## config.mk

```make
export PLATFORM = sky130hd
export DESIGN_NAME = uart_rx
export DESIGN_NICKNAME = d
export VERILOG_FILES = /design/src/rtl/uart_rx.sv
export SDC_FILE = /design/constraint.sdc
export NUM_CORES = 1
export LEC_CHECK = 0
export ABC_AREA = 1
export BUFFER_PORTS_ARGS = -buffer_cell sky130_fd_sc_hd__buf_2
export CAP_MARGIN = 20
export CORE_UTILIZATION = 60
export DETAILED_ROUTE_END_ITERATION = 7
export PLACE_DENSITY_LB_ADDON = 0.12
export SLEW_MARGIN = 20
export SYNTH_ARGS = -nofsm -noshare
export SYNTH_HDL_FRONTEND = slang
export SYNTH_SLANG_ARGS = --single-unit
```

## constraint.sdc

```tcl
create_clock -name CLK -period 3.3 [get_ports CLK]
set_clock_uncertainty 0.2 [all_clocks]
set_input_delay 0.495 -clock CLK [delete_from_list [all_inputs] [get_ports CLK]]
set_output_delay 0.495 -clock CLK [all_outputs]
set_load 0.005 [all_outputs]
```

## src/rtl/uart_rx.sv

```systemverilog
// uart_rx: 8N1 UART receiver (8 data bits LSB first, 1 start, 1 stop, no parity).
// The RX pin goes through a two-flop synchronizer. A start edge is confirmed at
// mid-bit, and every data and stop bit is then sampled at its centre.
//
// Ports
//   CLK            system clock, rising edge
//   i_Rst          asynchronous active-high reset
//   i_RX           raw serial line, idle high, asynchronous to CLK
//   o_RX_DV        one-cycle strobe: o_RX_Byte holds a correctly framed byte
//   o_RX_Byte      last received byte, held until the next frame completes
//   o_RX_Frame_Err one-cycle strobe: stop bit sampled low
//   o_RX_Active    high from the confirmed start bit through the stop sample
module uart_rx #(
  parameter int unsigned CLKS_PER_BIT = 217
) (
  input  logic       CLK,
  input  logic       i_Rst,
  input  logic       i_RX,
  output logic       o_RX_DV,
  output logic [7:0] o_RX_Byte,
  output logic       o_RX_Frame_Err,
  output logic       o_RX_Active
);

  localparam int unsigned CNT_W = $clog2(CLKS_PER_BIT);
  localparam int unsigned HALF  = (CLKS_PER_BIT - 1) / 2;
  localparam logic [CNT_W-1:0] CNT_HALF = CNT_W'(HALF);
  localparam logic [CNT_W-1:0] CNT_LAST = CNT_W'(CLKS_PER_BIT - 1);

  typedef enum logic [2:0] {
    S_IDLE,
    S_START,
    S_DATA,
    S_STOP,
    S_CLEANUP,
    S_BREAK_WAIT
  } state_e;

  logic             rx_meta_q;
  logic             rx_sync_q;
  state_e           state_q,  state_d;
  logic [CNT_W-1:0] cnt_q,    cnt_d;
  logic [2:0]       idx_q,    idx_d;
  logic [7:0]       shift_q,  shift_d;
  logic [7:0]       rx_byte_q, rx_byte_d;
  logic             dv_q,     dv_d;
  logic             ferr_q,   ferr_d;
  logic             active_q, active_d;

  // Two-flop synchronizer; resets to the idle (high) line level.
  always_ff @(posedge CLK or posedge i_Rst) begin
    if (i_Rst) begin
      rx_meta_q <= 1'b1;
      rx_sync_q <= 1'b1;
    end else begin
      rx_meta_q <= i_RX;
      rx_sync_q <= rx_meta_q;
    end
  end

  // State and output registers.
  always_ff @(posedge CLK or posedge i_Rst) begin
    if (i_Rst) begin
      state_q   <= S_IDLE;
      cnt_q     <= '0;
      idx_q     <= '0;
      shift_q   <= '0;
      rx_byte_q <= '0;
      dv_q      <= 1'b0;
      ferr_q    <= 1'b0;
      active_q  <= 1'b0;
    end else begin
      state_q   <= state_d;
      cnt_q     <= cnt_d;
      idx_q     <= idx_d;
      shift_q   <= shift_d;
      rx_byte_q <= rx_byte_d;
      dv_q      <= dv_d;
      ferr_q    <= ferr_d;
      active_q  <= active_d;
    end
  end

  // Next-state and output logic.
  always_comb begin
    state_d   = state_q;
    cnt_d     = cnt_q;
    idx_d     = idx_q;
    shift_d   = shift_q;
    rx_byte_d = rx_byte_q;
    dv_d      = 1'b0;
    ferr_d    = 1'b0;
    active_d  = active_q;

    case (state_q)
      S_IDLE: begin
        cnt_d = '0;
        idx_d = '0;
        if (!rx_sync_q) state_d = S_START;
      end

      // Re-check the line at mid start bit so that short glitches are dropped.
      S_START: begin
        if (cnt_q == CNT_HALF) begin
          cnt_d = '0;
          if (!rx_sync_q) begin
            state_d  = S_DATA;
            active_d = 1'b1;
          end else begin
            state_d = S_IDLE;
          end
        end else begin
          cnt_d = cnt_q + CNT_W'(1);
        end
      end

      S_DATA: begin
        if (cnt_q == CNT_LAST) begin
          cnt_d          = '0;
          shift_d[idx_q] = rx_sync_q;
          if (idx_q == 3'd7) begin
            idx_d   = '0;
            state_d = S_STOP;
          end else begin
            idx_d = idx_q + 3'd1;
          end
        end else begin
          cnt_d = cnt_q + CNT_W'(1);
        end
      end

      // The byte is loaded even on a bad stop bit so that it can be inspected.
      S_STOP: begin
        if (cnt_q == CNT_LAST) begin
          cnt_d     = '0;
          active_d  = 1'b0;
          rx_byte_d = shift_q;
          if (rx_sync_q) begin
            dv_d    = 1'b1;
            state_d = S_CLEANUP;
          end else begin
            ferr_d  = 1'b1;
            state_d = S_BREAK_WAIT;
          end
        end else begin
          cnt_d = cnt_q + CNT_W'(1);
        end
      end

      S_CLEANUP: state_d = S_IDLE;

      // A held-low line (break) must not be taken as a new start bit.
      S_BREAK_WAIT: begin
        if (rx_sync_q) state_d = S_IDLE;
      end

      default: begin
        state_d  = S_IDLE;
        cnt_d    = '0;
        idx_d    = '0;
        active_d = 1'b0;
      end
    endcase
  end

  assign o_RX_DV        = dv_q;
  assign o_RX_Byte      = rx_byte_q;
  assign o_RX_Frame_Err = ferr_q;
  assign o_RX_Active    = active_q;

endmodule

```

==> results of run 1 <==
==> Yosys cell counts, drive strengths merged <==
| library cell | count |
|---|---|
| nor3 | 3 |
| nand3b | 1 |
| nand2 | 81 |
| xor2 | 2 |
| ha | 4 |
| nand3 | 25 |
| o21ai | 7 |
| inv | 26 |
| nor2 | 24 |
| buf | 4 |
| nand4 | 12 |
| dfrtp | 33 |
| clkinv | 2 |
| xnor2 | 1 |
| dfstp | 2 |
==> path summary, 6_finish.rpt <==
| kind | start | to | slack (ps) | depth (start not counted) |
|---|---|---|---|---|
| max | cnt_q[0] | cnt_q[2] | 1510 | 9 |
| min | i_Rst | o_RX_Byte[2] | 10 | 3 |
| max reg2reg | cnt_q[0] | cnt_q[2] | 1510 | 9 |
| min reg2reg | rx_meta_q | rx_sync_q | 170 | 0 |
| max in group asynchronous | i_Rst | rx_meta_q | 2550 | 3 |
| min in group CLK | i_RX | rx_meta_q | 40 | 1 |
==> power by group <==
group / internal (mW) / leakage, nW / switching, mW
combinational: 0.00304 / 0.595 / 0.0112
sequential: 0.431 / 0.467 / 0.00229
clock: 0.159 / 0.0452 / 0.147
==> flip-flops by register name, summed over array words and instances (netlist names) <==
register / cells
shift_q: 8
o_RX_Byte: 8
rx_meta_q: 1
idx_q: 3
rx_sync_q: 1
o_RX_Active: 1
state_q: 3
o_RX_DV: 1
cnt_q: 8
o_RX_Frame_Err: 1
==> cells by family (layout without fill, tap and decap cells) <==
| family | count (synthesis) | count (layout) | synth area share, % |
|---|---|---|---|
| adders and majority gates | 4 | 4 | 2.79 |
| buffers and inverters | 32 | 50 | 7.75 |
| xor gates and xnor gates | 3 | 3 | 1.47 |
| DFF | 35 | 35 | 49.0 |
| AOI/OAI and AO/OA | 7 | 7 | 1.95 |
| and+or+nand+nor | 146 | 146 | 37.1 |
==> metrics by stage <==
| step | hold slack, ps | setup WS [ps] | cells | total power [mW] |
|---|---|---|---|---|
| floorplan | 145 | 1680 | 227 | 0.451 |
| global placement | 150 | 1610 | 268 | 0.456 |
| global route | 24.9 | 1350 | 276 | 0.773 |
| finish | 14.0 | 1510 | 276 | 0.753 |
| CTS | 24.4 | 1540 | 276 | 0.759 |
| detailed placement | 147 | 1550 | 268 | 0.456 |
==> worst min-delay path, stage by stage <==
cell and delay, ps:
buf_2 90, inv_1 40, buf_4 370
==> layout make-up <==
class                           count  area (um^2)  area share, %
Clock buffer                        5         37.5           1.92
Multi-Input combinational cell    160          776           39.7
Inverter                           28          106           5.45
Sequential cell                    35          878           45.0
Clock inverter                      3         43.8           2.24
Timing Repair Buffer               14         72.6           3.72
Tap cell                           31         38.8           1.99
==> routing by layer <==
metal	track usage (%)	vias up	share of wire (%)
met5	0	-	0
met4	8.57	0	1.5
met3	6.22	8	5.8
met2	37.6	46	46
met1	33.1	689	46
li1	-	760	-
==> out/metrics.cfg, run 1 <==
[setup_path]
critPathMaxFanout = 5
startpoint_type = flop
crit_family = simple AND/OR/NAND/NOR gates
arrival_ps = 1830
path_cells = inv_1 -> ha_1 -> nand2_1 -> nor2_1 -> nand2_2 -> nand2_1 -> nand3_1 -> inv_2 -> nor2_1
crit_path_end_kind = flop
critPathRequiredTime_ps = 3340
crit_slowest_cell = dfrtp_1
cp.buffers_inverters = 2
critPathKind = flop to flop
max_stage_delay_ps = 410

[sta]
finalHoldViolations = 0
slew_violations = 0
worst_pin_slew_ps = 421
finalSetupViolations = 0
fin_crit_sh_pct = 54.3
totalNegativeSetupSlack_ps = 0
max_freq_mhz = 558
final.min_clock_period_ps = 1790
relSlewSlack_pct = 71.8
rsz0062_at_grt = no

[final_layout]
nNetsFinal = 251
antenna-diode-count = 0
final_common_cell = nand2_1
layout_common_cells = nand2_1, dfrtp_1, nand3_1
n_fill_cell = 239
syn_to_final_growth_pct = 8.93
design_area_um2 = 1950
drive_above_1_share_pct = 15.5
final_util_pct = 69.6

[die]
fp-row-count = 19
die_area_um2 = 3210
initial_utilization_pct = 63.9
chipHeight_um = 56.7
die_x_um = 56.7
core_um2 = 2810
io_pins = 14

[route]
wl_per_cell_um = 12.2
drtAntennaViolNets = 0
drc = 2
first_pass_iters = 6
wl_mm = 3.37
vias_per_cell = 5.45
drtIter0Drc = 81
vias = 1503

[power]
power_density_nw_per_um2 = 386
ir_drop_uv = 243
cellLeakagePower_nw = 1.11

[global_routing]
grt_pass1_wl_mm = 5.82
overflow = 0
grt_max_degree = 36
grt_pass1_vias = 1334
antenna_found_initial = 0
grt.total_usage_pct = 24.3

[placed_design]
place_hpwl_mm = 2.50
io_buffers = 13
gp_congestion = 0.901
placed_cell_area_um2 = 1870

[clocking]
cts.reportedPaths.clkPinSlew_ps = 110
clock_latency_ps = 350
cts_hold_buf = 0
clockRootBuffer = clkbuf_4
cts_buffers = 5
htree_levels = 2
cts_tree = yes
cts_buffer_depth = 2
post_cts_resized = 0
cts.sinks = 35
post_cts_buffers = 0

[synth]
synth_top_area_share_pct = 46.1
syn-cell-area_um2 = 1790
synth_nets = 234
syn_inst = 227
ys_seq_area_share_pct = 49.0
synth_warnings = 0
synth_area_leader_cell = dfrtp_1
syn_avg_cell_area_um2 = 7.90
ys_seq_elements = 35
synth_area_leaders = dfrtp_1, nand2_1, nand3_1
ys_types = 23

[run]
max_cap_violations = 0

[run_status]
status = complete, but fails checks
violations = design-rule violations

[min_path]
hold_path.class = input port to asynchronous set/reset pin

Note: power is estimated with default switching activity, not from simulation.
==> inputs of run 2 (changes only) <==
Settings changed: CORE_UTILIZATION 60 to 53.
Clock period 3.3 ns to 1.45 ns, I/O delays scaled along.
==> run 2 against run 1 <==
The run ends with negative setup slack left. Sequential power grew 130%. First-iteration DRC count is 38% higher. Global-route usage is 0.25 points lower. Power rose by 110%. Clock-buffer cell count unchanged. Sequential share of layout area shrank 8.2 points. Critical endpoint is now shift_q[3]. Highest routed layer unchanged.
==> out/metrics.cfg, run 2 (synthesis gave the netlist of run 1 again) <==
[run_status]
status = complete, but fails checks  ; unchanged
violations = negative setup slack  ; was design-rule violations

[sta]
final.min_clock_period_ps = 1670  ; was 1790 ps
rsz0062_at_grt = yes  ; was no
finalSetupViolations = 33  ; was 0
worst_pin_slew_ps = 362  ; was 421 ps
totalNegativeSetupSlack_ps = -5080  ; was 0 ps
slew_violations = 0  ; unchanged
max_freq_mhz = 597  ; was 558 MHz
finalHoldViolations = 0  ; unchanged
worst_slack_ps = -225  ; was 1510 ps
fin_crit_sh_pct = 115  ; was 54.3%
relSlewSlack_pct = 75.8  ; was 71.8%

[route]
vias_per_cell = 5.04  ; was 5.45
drtAntennaViolNets = 0  ; unchanged
drc = 0  ; was 2
wl_per_cell_um = 12.2  ; about the same
first_pass_iters = 4  ; was 6
drtIter0Drc = 112  ; was 81
vias = 1633  ; was 1503
wl_mm = 3.95  ; was 3.37 mm

[die]
die_x_um = 60.2  ; was 56.7 um
initial_utilization_pct = 57.3  ; was 63.9%
core_um2 = 3130  ; was 2810 um^2
chipHeight_um = 60.2  ; was 56.7 um
fp-row-count = 20  ; was 19
die_area_um2 = 3620  ; was 3210 um^2
io_pins = 14  ; unchanged

[clocking]
cts_buffer_depth = 2  ; unchanged
cts.sinks = 35  ; unchanged
cts_buffers = 5  ; unchanged
cts.reportedPaths.clkPinSlew_ps = 110  ; about the same
cts_tree = yes  ; unchanged
clockRootBuffer = clkbuf_4  ; unchanged
htree_levels = 2  ; unchanged
clock_latency_ps = 350  ; about the same

[global_routing]
grt.total_usage_pct = 24.0  ; was 24.3%
use_met1_pct = 31.8  ; was 33.1%
met2_usage_pct = 35.3  ; was 37.6%
grt_pass1_vias = 1462  ; was 1334
antenna_found_initial = 0  ; unchanged
grt_max_degree = 36  ; unchanged
busiest_layer = met2  ; unchanged
grt_pass1_wl_mm = 6.27  ; was 5.82 mm
overflow = 0  ; unchanged
grt_use_met3_pct = 4.98  ; was 6.22%

[power]
cellLeakagePower_nw = 1.30  ; was 1.11 nW
power_density_nw_per_um2 = 653  ; was 386 nW/um^2
total_power_mw = 1.56  ; was 0.753 mW
ir_drop_uv = 445  ; was 243 uV

[min_path]
hold_depth = 0
worstHoldStart = rx_meta_q
min_to = rx_sync_q
hold_path.class = flop to flop  ; was input port to asynchronous set/reset pin

[setup_path]
r2r-end = shift_q[3]  ; was cnt_q[2]
r2r_setup_slack_ps = -220  ; was 1510 ps
reg2regPathDepth = 9  ; unchanged
crit_path_end_kind = flop  ; unchanged
startpoint_type = flop  ; unchanged
critPathRequiredTime_ps = 1510  ; was 3340 ps
critPathKind = flop to flop  ; unchanged
arrival_ps = 1730  ; was 1830 ps
r2r-start = cnt_q[0]  ; unchanged
critPathMaxFanout = 8  ; was 5

[placed_design]
place_hpwl_mm = 2.53  ; was 2.50 mm
gp_congestion = 0.874  ; was 0.901
pre_cts_ws_ps = -240  ; was 1550 ps
placedCellCount = 309  ; was 268
io_buffers = 13  ; unchanged

[final_layout]
fin_cells = 324  ; was 276
layout_common_cells = nand2_1, dfrtp_1, buf_4  ; was nand2_1, dfrtp_1, nand3_1
antenna-diode-count = 0  ; unchanged
nNetsFinal = 286  ; was 251
drive_above_1_share_pct = 35.4  ; was 15.5%
syn_to_final_growth_pct = 33.4  ; was 8.93%
final_common_cell = nand2_1  ; unchanged

[run]
max_cap_violations = 0  ; unchanged

==> run 2: changes by cell type in the layout (fill, tap and decap cells not counted), sizes merged <==
cell         previous run  this run
clkinvlp                0         2
clkinv                  4         3
nor2                   24        25
dlygate4sd3             0         2
bufinv                  1         0
buf                    14        46
==> run 2: cell type report <==
class	count	area, um^2
Inverter	28	106
Clock buffer	5	37.5
Clock inverter	3	20.0
Sequential cell	35	878
Fill cell	217	737
Multi-Input combinational cell	161	941
Timing Repair Buffer	48	353
Tap cell	44	55.1
==> run 2: where the power goes <==
| group | internal (mW) | switching, mW |
|---|---|---|
| Combinational | 0.0179 | 0.0338 |
| Clock | 0.185 | 0.342 |
| Sequential | 0.981 | 0.00154 |
| Total | 1.18 | 0.378 |
==> run 2: worst max path at each step <==
stage               startpoint          end
CTS                   cnt_q[0]  o_RX_Active
floorplan             cnt_q[0]   shift_q[0]
detailed placement    cnt_q[1]     cnt_q[6]
global route          cnt_q[0]   shift_q[3]
global placement      cnt_q[1]     cnt_q[6]
finish                cnt_q[0]   shift_q[3]
==> run 2: what timing repair did <==
action                                 in CTS  in global routing
resized for setup                          20                 20
endpoints found under the hold margin      36                  0
pin swaps                                   7                 11
setup endpoints to repair                  33                 33
setup buffers                               3                  1
cloned                                      1                  0
hold buffers                                2                  0
==> run 2: metrics by stage <==
| stage | utilization, % | instance area [um^2] | hold slack (ps) |
|---|---|---|---|
| 2_1_floorplan | - | 1810 | 22.0 |
| 3_3_place_gp | 67.9 | 2120 | 78.2 |
| 3_5_place_dp | 67.9 | 2120 | 73.8 |
| 4_1_cts | 73.7 | 2300 | 168 |
| 5_1_grt | 76.4 | 2390 | 174 |
| 6_report | 76.4 | 2390 | 167 |
==> run 2: worst max-delay path, stage by stage, from the launching register on <==
cell and delay, ps:
dfrtp_1 420, inv_2 90, ha_4 130, nand2_2 60, nor2_4 100, nand2_4 130
nor2_8 200, nand3_2 90, nand2_1 90, nand2_1 60
==> run 2: layer usage <==
metal | wire length (um) | vias to the layer above
li1 | - | 834
met1 | 1840 | 750
met2 | 1840 | 39
met3 | 172 | 10
met4 | 93 | 0
met5 | 0 | -
